<file path="src/rtl/i2s_ws_pkg.sv">
// rtl/i2s_ws_pkg.sv - shared types and default widths for the I2S/TDM word-select generator
package i2s_ws_pkg;

    localparam int DEF_MAX_BITS_W  = 5;
    localparam int DEF_MAX_SLOTS_W = 4;
    localparam int DEF_SETUP_W     = 16;

    typedef enum logic [1:0] {
        I2S       = 2'b00,
        LJ        = 2'b01,
        DSP_SHORT = 2'b10,
        DSP_LONG  = 2'b11
    } mode_e;

    typedef enum logic [1:0] {
        IDLE  = 2'd0,
        SETUP = 2'd1,
        RUN   = 2'd2
    } state_e;

endpackage

</file>
<file path="src/rtl/i2s_ws_frame_cnt.sv">
// rtl/i2s_ws_frame_cnt.sv - bit/slot position counter with frame-end flag
module i2s_ws_frame_cnt #(
    parameter int BITS_W  = 5,
    parameter int SLOTS_W = 4
) (
    input  logic               sck_i,
    input  logic               rstn_i,
    input  logic               clr_i,
    input  logic [BITS_W-1:0]  num_bits_i,
    input  logic [SLOTS_W-1:0] num_words_i,
    output logic [BITS_W-1:0]  bit_nxt_o,
    output logic [SLOTS_W-1:0] slot_nxt_o,
    output logic               frame_end_o
);

    logic [BITS_W-1:0]  bit_q;
    logic [SLOTS_W-1:0] slot_q;
    logic               last_bit;

    // Next position: clear forces p=0, otherwise step with wrap at N and W
    always_comb begin
        last_bit    = (bit_q == num_bits_i);
        frame_end_o = last_bit && (slot_q == num_words_i);
        bit_nxt_o   = bit_q;
        slot_nxt_o  = slot_q;
        if (clr_i) begin
            bit_nxt_o  = '0;
            slot_nxt_o = '0;
        end else if (last_bit) begin
            bit_nxt_o  = '0;
            slot_nxt_o = (slot_q == num_words_i) ? '0 : slot_q + 1'b1;
        end else begin
            bit_nxt_o = bit_q + 1'b1;
        end
    end

    // Position registers
    always_ff @(posedge sck_i or negedge rstn_i) begin
        if (!rstn_i) begin
            bit_q  <= '0;
            slot_q <= '0;
        end else begin
            bit_q  <= bit_nxt_o;
            slot_q <= slot_nxt_o;
        end
    end

endmodule

</file>
<file path="src/rtl/i2s_tdm_ws_gen.sv">
// rtl/i2s_tdm_ws_gen.sv - I2S/LJ/DSP word-select and frame-sync generator (optional SETUP via I2S_WS_SETUP_EN)
module i2s_tdm_ws_gen
    import i2s_ws_pkg::*;
#(
    parameter int MAX_BITS_W  = DEF_MAX_BITS_W,
    parameter int MAX_SLOTS_W = DEF_MAX_SLOTS_W,
    parameter int SETUP_W     = DEF_SETUP_W
) (
    input  logic                              sck_i,
    input  logic                              rstn_i,
    input  logic                              cfg_en_i,
    input  logic [1:0]                        cfg_mode_i,
    input  logic [MAX_BITS_W-1:0]             cfg_num_bits_i,
    input  logic [MAX_SLOTS_W-1:0]            cfg_num_words_i,
    input  logic [MAX_BITS_W+MAX_SLOTS_W-1:0] cfg_pulse_len_i,
`ifdef I2S_WS_SETUP_EN
    input  logic [SETUP_W-1:0]                cfg_setup_time_i,
`endif
    output logic                              ws_o,
    output logic [MAX_SLOTS_W-1:0]            slot_o,
    output logic                              frame_start_o,
    output logic                              busy_o
);

    localparam int PLW = MAX_BITS_W + MAX_SLOTS_W;
    localparam int PW  = PLW + 1;

    localparam logic [1:0] ST_IDLE  = IDLE;
    localparam logic [1:0] ST_RUN   = RUN;
`ifdef I2S_WS_SETUP_EN
    localparam logic [1:0] ST_SETUP = SETUP;
`endif

    logic [1:0]             state_q, state_d;
    logic [1:0]             mode_q, mode_d;
    logic [MAX_BITS_W-1:0]  nbits_q, nbits_d;
    logic [MAX_SLOTS_W-1:0] nwords_q, nwords_d;
    logic [PLW-1:0]         pulse_q, pulse_d;
    logic                   ws_q, ws_d;
    logic [MAX_SLOTS_W-1:0] slot_q, slot_d;
    logic                   fs_q, fs_d;
`ifdef I2S_WS_SETUP_EN
    logic [SETUP_W-1:0]     setup_q, setup_d;
`endif

    logic                   shadow_load;
    logic                   cnt_clr;
    logic [MAX_BITS_W-1:0]  b_nxt;
    logic [MAX_SLOTS_W-1:0] s_nxt;
    logic                   frame_end;
    logic [MAX_SLOTS_W-1:0] s_look;
    logic [PW-1:0]          bits_ext, words_ext, len_d, p_d;

    // Counters run on the shadow config of the frame in progress
    i2s_ws_frame_cnt #(
        .BITS_W  (MAX_BITS_W),
        .SLOTS_W (MAX_SLOTS_W)
    ) u_frame_cnt (
        .sck_i       (sck_i),
        .rstn_i      (rstn_i),
        .clr_i       (cnt_clr),
        .num_bits_i  (nbits_q),
        .num_words_i (nwords_q),
        .bit_nxt_o   (b_nxt),
        .slot_nxt_o  (s_nxt),
        .frame_end_o (frame_end)
    );

    // Control FSM: enable starts a run, disable drains to the end of the frame
    always_comb begin
        state_d = state_q;
`ifdef I2S_WS_SETUP_EN
        setup_d = setup_q;
`endif
        case (state_q)
            ST_IDLE: begin
                if (cfg_en_i) begin
`ifdef I2S_WS_SETUP_EN
                    if (cfg_setup_time_i != '0) begin
                        state_d = ST_SETUP;
                        setup_d = cfg_setup_time_i - 1'b1;
                    end else begin
                        state_d = ST_RUN;
                    end
`else
                    state_d = ST_RUN;
`endif
                end
            end
`ifdef I2S_WS_SETUP_EN
            ST_SETUP: begin
                if (!cfg_en_i) begin
                    state_d = ST_IDLE;
                end else if (setup_q == '0) begin
                    state_d = ST_RUN;
                end else begin
                    setup_d = setup_q - 1'b1;
                end
            end
`endif
            ST_RUN: begin
                if (frame_end && !cfg_en_i) begin
                    state_d = ST_IDLE;
                end
            end
            default: state_d = ST_IDLE;
        endcase
    end

    // Shadows follow cfg only at RUN entry and at frame wrap
    always_comb begin
        shadow_load = (state_d == ST_RUN) && ((state_q != ST_RUN) || frame_end);
        cnt_clr     = !((state_q == ST_RUN) && (state_d == ST_RUN));
        mode_d      = shadow_load ? cfg_mode_i      : mode_q;
        nbits_d     = shadow_load ? cfg_num_bits_i  : nbits_q;
        nwords_d    = shadow_load ? cfg_num_words_i : nwords_q;
        pulse_d     = shadow_load ? cfg_pulse_len_i : pulse_q;
    end

    // Output values for the next cycle's position, so the pins are registered
    always_comb begin
        bits_ext  = PW'(nbits_d) + PW'(1);
        words_ext = PW'(nwords_d) + PW'(1);
        len_d     = bits_ext * words_ext;
        p_d       = PW'(s_nxt) * bits_ext + PW'(b_nxt);
        // I2S leads by one bit: look at the slot of the following position
        if (b_nxt == nbits_d) begin
            s_look = (s_nxt == nwords_d) ? '0 : s_nxt + 1'b1;
        end else begin
            s_look = s_nxt;
        end
        ws_d   = 1'b0;
        slot_d = '0;
        fs_d   = 1'b0;
        if (state_d == ST_RUN) begin
            slot_d = s_nxt;
            fs_d   = (p_d == '0);
            case (mode_d)
                I2S:       ws_d = s_look[0];
                LJ:        ws_d = ~s_nxt[0];
                DSP_SHORT: ws_d = (p_d == '0);
                DSP_LONG:  ws_d = (len_d == PW'(1)) ||
                                  ((p_d <= PW'(pulse_d)) && (p_d != len_d - 1'b1));
                default:   ws_d = 1'b0;
            endcase
        end
    end

    // State, shadow and output registers
    always_ff @(posedge sck_i or negedge rstn_i) begin
        if (!rstn_i) begin
            state_q  <= ST_IDLE;
            mode_q   <= '0;
            nbits_q  <= '0;
            nwords_q <= '0;
            pulse_q  <= '0;
            ws_q     <= 1'b0;
            slot_q   <= '0;
            fs_q     <= 1'b0;
`ifdef I2S_WS_SETUP_EN
            setup_q  <= '0;
`endif
        end else begin
            state_q  <= state_d;
            mode_q   <= mode_d;
            nbits_q  <= nbits_d;
            nwords_q <= nwords_d;
            pulse_q  <= pulse_d;
            ws_q     <= ws_d;
            slot_q   <= slot_d;
            fs_q     <= fs_d;
`ifdef I2S_WS_SETUP_EN
            setup_q  <= setup_d;
`endif
        end
    end

    assign ws_o          = ws_q;
    assign slot_o        = slot_q;
    assign frame_start_o = fs_q;
    assign busy_o        = (state_q != ST_IDLE);

endmodule

</file>
<file path="config.mk">
export PLATFORM = sky130hd
export DESIGN_NAME = i2s_tdm_ws_gen
export DESIGN_NICKNAME = d
export VERILOG_FILES = /design/src/rtl/i2s_ws_pkg.sv /design/src/rtl/i2s_ws_frame_cnt.sv /design/src/rtl/i2s_tdm_ws_gen.sv
export SDC_FILE = /design/constraint.sdc
export NUM_CORES = 1
export LEC_CHECK = 0
export CAP_MARGIN = 20
export CORE_UTILIZATION = 45
export CTS_BUF_LIST = sky130_fd_sc_hd__clkbuf_4
export DETAILED_ROUTE_END_ITERATION = 10
export SLEW_MARGIN = 40
export SYNTH_ARGS = -nofsm -noshare
export SYNTH_HDL_FRONTEND = slang
export SYNTH_SLANG_ARGS = --single-unit
</file>
<file path="constraint.sdc">
create_clock -name sck_i -period 12.5 [get_ports sck_i]
set_input_delay 2.5 -clock sck_i [delete_from_list [all_inputs] [get_ports sck_i]]
set_output_delay 2.5 -clock sck_i [all_outputs]
set_load 0.01 [all_outputs]
</file>
==> Implementation_results.wiki <==
{| class="wikitable"
! Metric !! Value
|-
| Final Cell Area || 4970 µm²
|-
| Cell area power density || 155 nW/µm²
|-
| MaxCap Viol Count || 0
|-
| Die X-Extent || 101 µm
|-
| Total clock sinks || 37
|-
| Final routed wire length divided by cell count || 16.1 µm
|-
| Summed negative setup slack over all endpoints || 0 ps
|-
| # resized after CTS || 0
|-
| Overall Power || 0.771 mW
|-
| Die height || 101 µm
|-
| Clock latency on the worst-skew pair || 350 ps
|-
| Number of CTS-inserted buffers || 5
|-
| Number of nets produced by synthesis || 613
|-
| Yosys top cell by area || sky130_fd_sc_hd__dfrtp_1
|-
| Share of synthesized area occupied by flip-flops and latches || 20.8%
|-
| Post-Route Skew || 11.2 ps
|-
| Worst IR Drop VDD || 0.152 mV
|-
| Post-route DRC violation count || 0
|-
| Post-CTS Setup Repair Bufs || 0
|-
| Average cell area after synthesis || 8.62 µm²
|-
| Async set or reset register ratio after synthesis || 100%
|-
| Port Buffer Count || 29
|-
| Crit. End Element || register
|-
| Req. time, crit path || 12730 ps
|-
| Cell with the most instances on the worst path || sky130_fd_sc_hd__inv_1
|-
| Clock-pin transition on the worst setup and hold timing paths || 130 ps
|-
| Signed area change from the synthesized netlist to the final layout || 11.8%
|-
| 1st-pass router iterations || 5
|-
| Total global-route track usage || 23.3%
|-
| Number of global-route vias before repair || 3666
|-
| Top cells by area, synth || sky130_fd_sc_hd__dfrtp_1, sky130_fd_sc_hd__ha_1, sky130_fd_sc_hd__fa_1
|-
| Run status || finished, final reports clean
|-
| Fraction of the core area covered by cells at the end of the flow || 52.8%
|-
| Floorplan die area || 10300 µm²
|-
| Share of the synthesized area in the top cell type || 20.8%
|-
| Worst-Margin Slew || 790 ps
|-
| Critical path type || input port to register
|-
| Initial core utilization || 47.2%
|-
| Cells after synthesis || 516
|-
| GP Congestion || 0.915
|-
| # H-tree levels || 2
|-
| Wire length of the first global-routing pass || 18.4 mm
|-
| Detailed-route vias per instance || 5.50
|-
| Most common cell after layout, fill and taps aside || sky130_fd_sc_hd__inv_1
|-
| Rel. slew slack || 47.3%
|-
| TritonCTS clock tree || yes
|-
| Setup repair after global routing missed its margin || false
|-
| Share of the cycle needed by the critical path after routing || 74.1%
|-
| Yosys synthesis warning count || 0
|-
| Hold Worst Slack || 514 ps
|-
| Most common flop cell mapped by yosys || sky130_fd_sc_hd__dfrtp_1
|-
| Top Ports || 30
|-
| EDFF count, synth || 0
|-
| Number of storage elements in the synthesis netlist || 37
|-
| Leftover overflow at the end of global routing || 0
|-
| Cell area reported after detailed placement || 4870 µm²
|-
| Wire length after detailed routing || 10.9 mm
|-
| Area of the core || 9420 µm²
|-
| Time the final worst path needs with I/O delays and setup || 9260 ps
|-
| Slowest stage delay, CP || 550 ps
|-
| Clk Tree Root Cell || sky130_fd_sc_hd__clkbuf_4
|-
| Critical Path Slowest Stage Cell || sky130_fd_sc_hd__o211ai_1
|-
| Number of vias in the routed layout || 3710
|-
| Post-layout nets || 641
|-
| Detail Route Antenna Nets || 0
|-
| Number of buffers on the longest clock path || 2
|-
| Leak pwr || 2.44 nW
|-
| Sort of element at the start of the critical path || input port
|-
| Most used cells in the layout excluding fill and tap cells || sky130_fd_sc_hd__inv_1, sky130_fd_sc_hd__ha_1, sky130_fd_sc_hd__xnor2_1
|-
| Arrival time of the worst setup path || 9500 ps
|-
| Cell area after technology mapping || 4450 µm²
|-
| Antenna violations before repair || 1
|-
| Number of design-rule violations left by the first detailed-router iteration || 194
|-
| Final Hold Fails || 0
|-
| Site Rows || 35
|-
| Sum of net half-perimeters after detailed placement || 8.83 mm
|-
| Final-report max-slew violation count || 0
|-
| Count of cell types in the netlist || 55
|-
| Final setup violation count || 0
|-
| Maximum number of pins on one net before global-route repair || 38
|-
| Share of final-layout standard cells stronger than drive strength 1 || 4.40%
|-
| Largest driver fanout on the critical path || 8
|-
| Hold Path Class || register to register
|-
| Maximum achievable frequency || 108 MHz
|-
| CTS Hold Bufs || 0
|}
sequential cells by signal, indices dropped and copies added, names as in the netlist:
signal	count
pulse_q	9
nbits_q	5
u_frame_cnt.bit_q	5
nwords_q	4
slot_o	4
u_frame_cnt.slot_q	4
mode_q	2
state_q	2
frame_start_o	1
ws_o	1
synthesized netlist by cell type, types with 13 or more instances:
cell type and number:
sky130_fd_sc_hd__nand3_1 16, sky130_fd_sc_hd__xnor2_1 41, sky130_fd_sc_hd__nand2_1 40, sky130_fd_sc_hd__xor2_1 17, sky130_fd_sc_hd__ha_1 51, sky130_fd_sc_hd__dfrtp_1 37
sky130_fd_sc_hd__a21oi_1 19, sky130_fd_sc_hd__o21ai_0 16, sky130_fd_sc_hd__mux2i_1 13, sky130_fd_sc_hd__and2_1 15, sky130_fd_sc_hd__inv_1 68, sky130_fd_sc_hd__fa_1 23
sky130_fd_sc_hd__nor2_1 40
where the power goes:
| group | total [mW] | switching [mW] | internal, mW |
|---|---|---|---|
| sequential | 0.145 | 0.0124 | 0.133 |
| clock | 0.106 | 0.0439 | 0.0619 |
| combinational | 0.520 | 0.287 | 0.233 |
cell type report:
class                           count  area (µm²)
Fill cell                         904        4440
Multi-Input combinational cell    400        3220
Sequential cell                    37         926
Timing Repair Buffer               32         308
Inverter                           68         255
Tap cell                          129         161
Clock inverter                      3        65.1
Clock buffer                        5        37.5
Antenna cell                        1        2.50
critical path: cells and delay by family:
kind / cells / cell delay (ps)
buffers and inverters: 6 / 990
AO/OA/AOI/OAI: 8 / 1980
AND/OR/NAND/NOR: 7 / 1030
adder cells (fa/ha/maj): 6 / 2430
XOR/XNOR: 2 / 540
layer usage:
| metal | global-route usage (%) | vias to the layer above | routed length (µm) |
|---|---|---|---|
| li1 | - | 1801 | - |
| met1 | 32.9 | 1803 | 5230 |
| met2 | 37.3 | 95 | 5060 |
| met3 | 3.24 | 11 | 415 |
| met4 | 6.35 | 0 | 145 |
| met5 | 0 | - | 0 |
worst paths after layout:
kind | startpoint | to | slack (ps) | depth (start not counted)
worst max register to register | nwords_q[2] | ws_o | 4840 | 28
worst min-delay path | pulse_q[6] | pulse_q[6] | 510 | 2
max in group asynchronous | rstn_i | nwords_q[0] | 10030 | 1
worst max-delay path | cfg_en_i | ws_o | 3240 | 29
min in group asynchronous | rstn_i | mode_q[0] | 2110 | 1
worst min register to register | pulse_q[6] | pulse_q[6] | 510 | 2
logic make-up after synthesis:
kind of cell               Yosys count  share of synthesized area [%]
muxes                               18                           4.19
and+or+nand+nor                    171                           19.4
other                                1                         0.0844
AOI/OAI and AO/OA                   77                           12.0
adders and majority gates           74                           24.7
DFF                                 37                           20.8
buffers and inverters               79                           6.84
xor gates and xnor gates            59                           11.9
per-stage QoR:
step,worst slack [ps],cells
CTS,3350,674
detailed placement,2990,666
finish,3240,675
global placement,3040,665
global route,2890,675
floorplan,4030,516
Note: power is estimated with default switching activity, not from simulation.
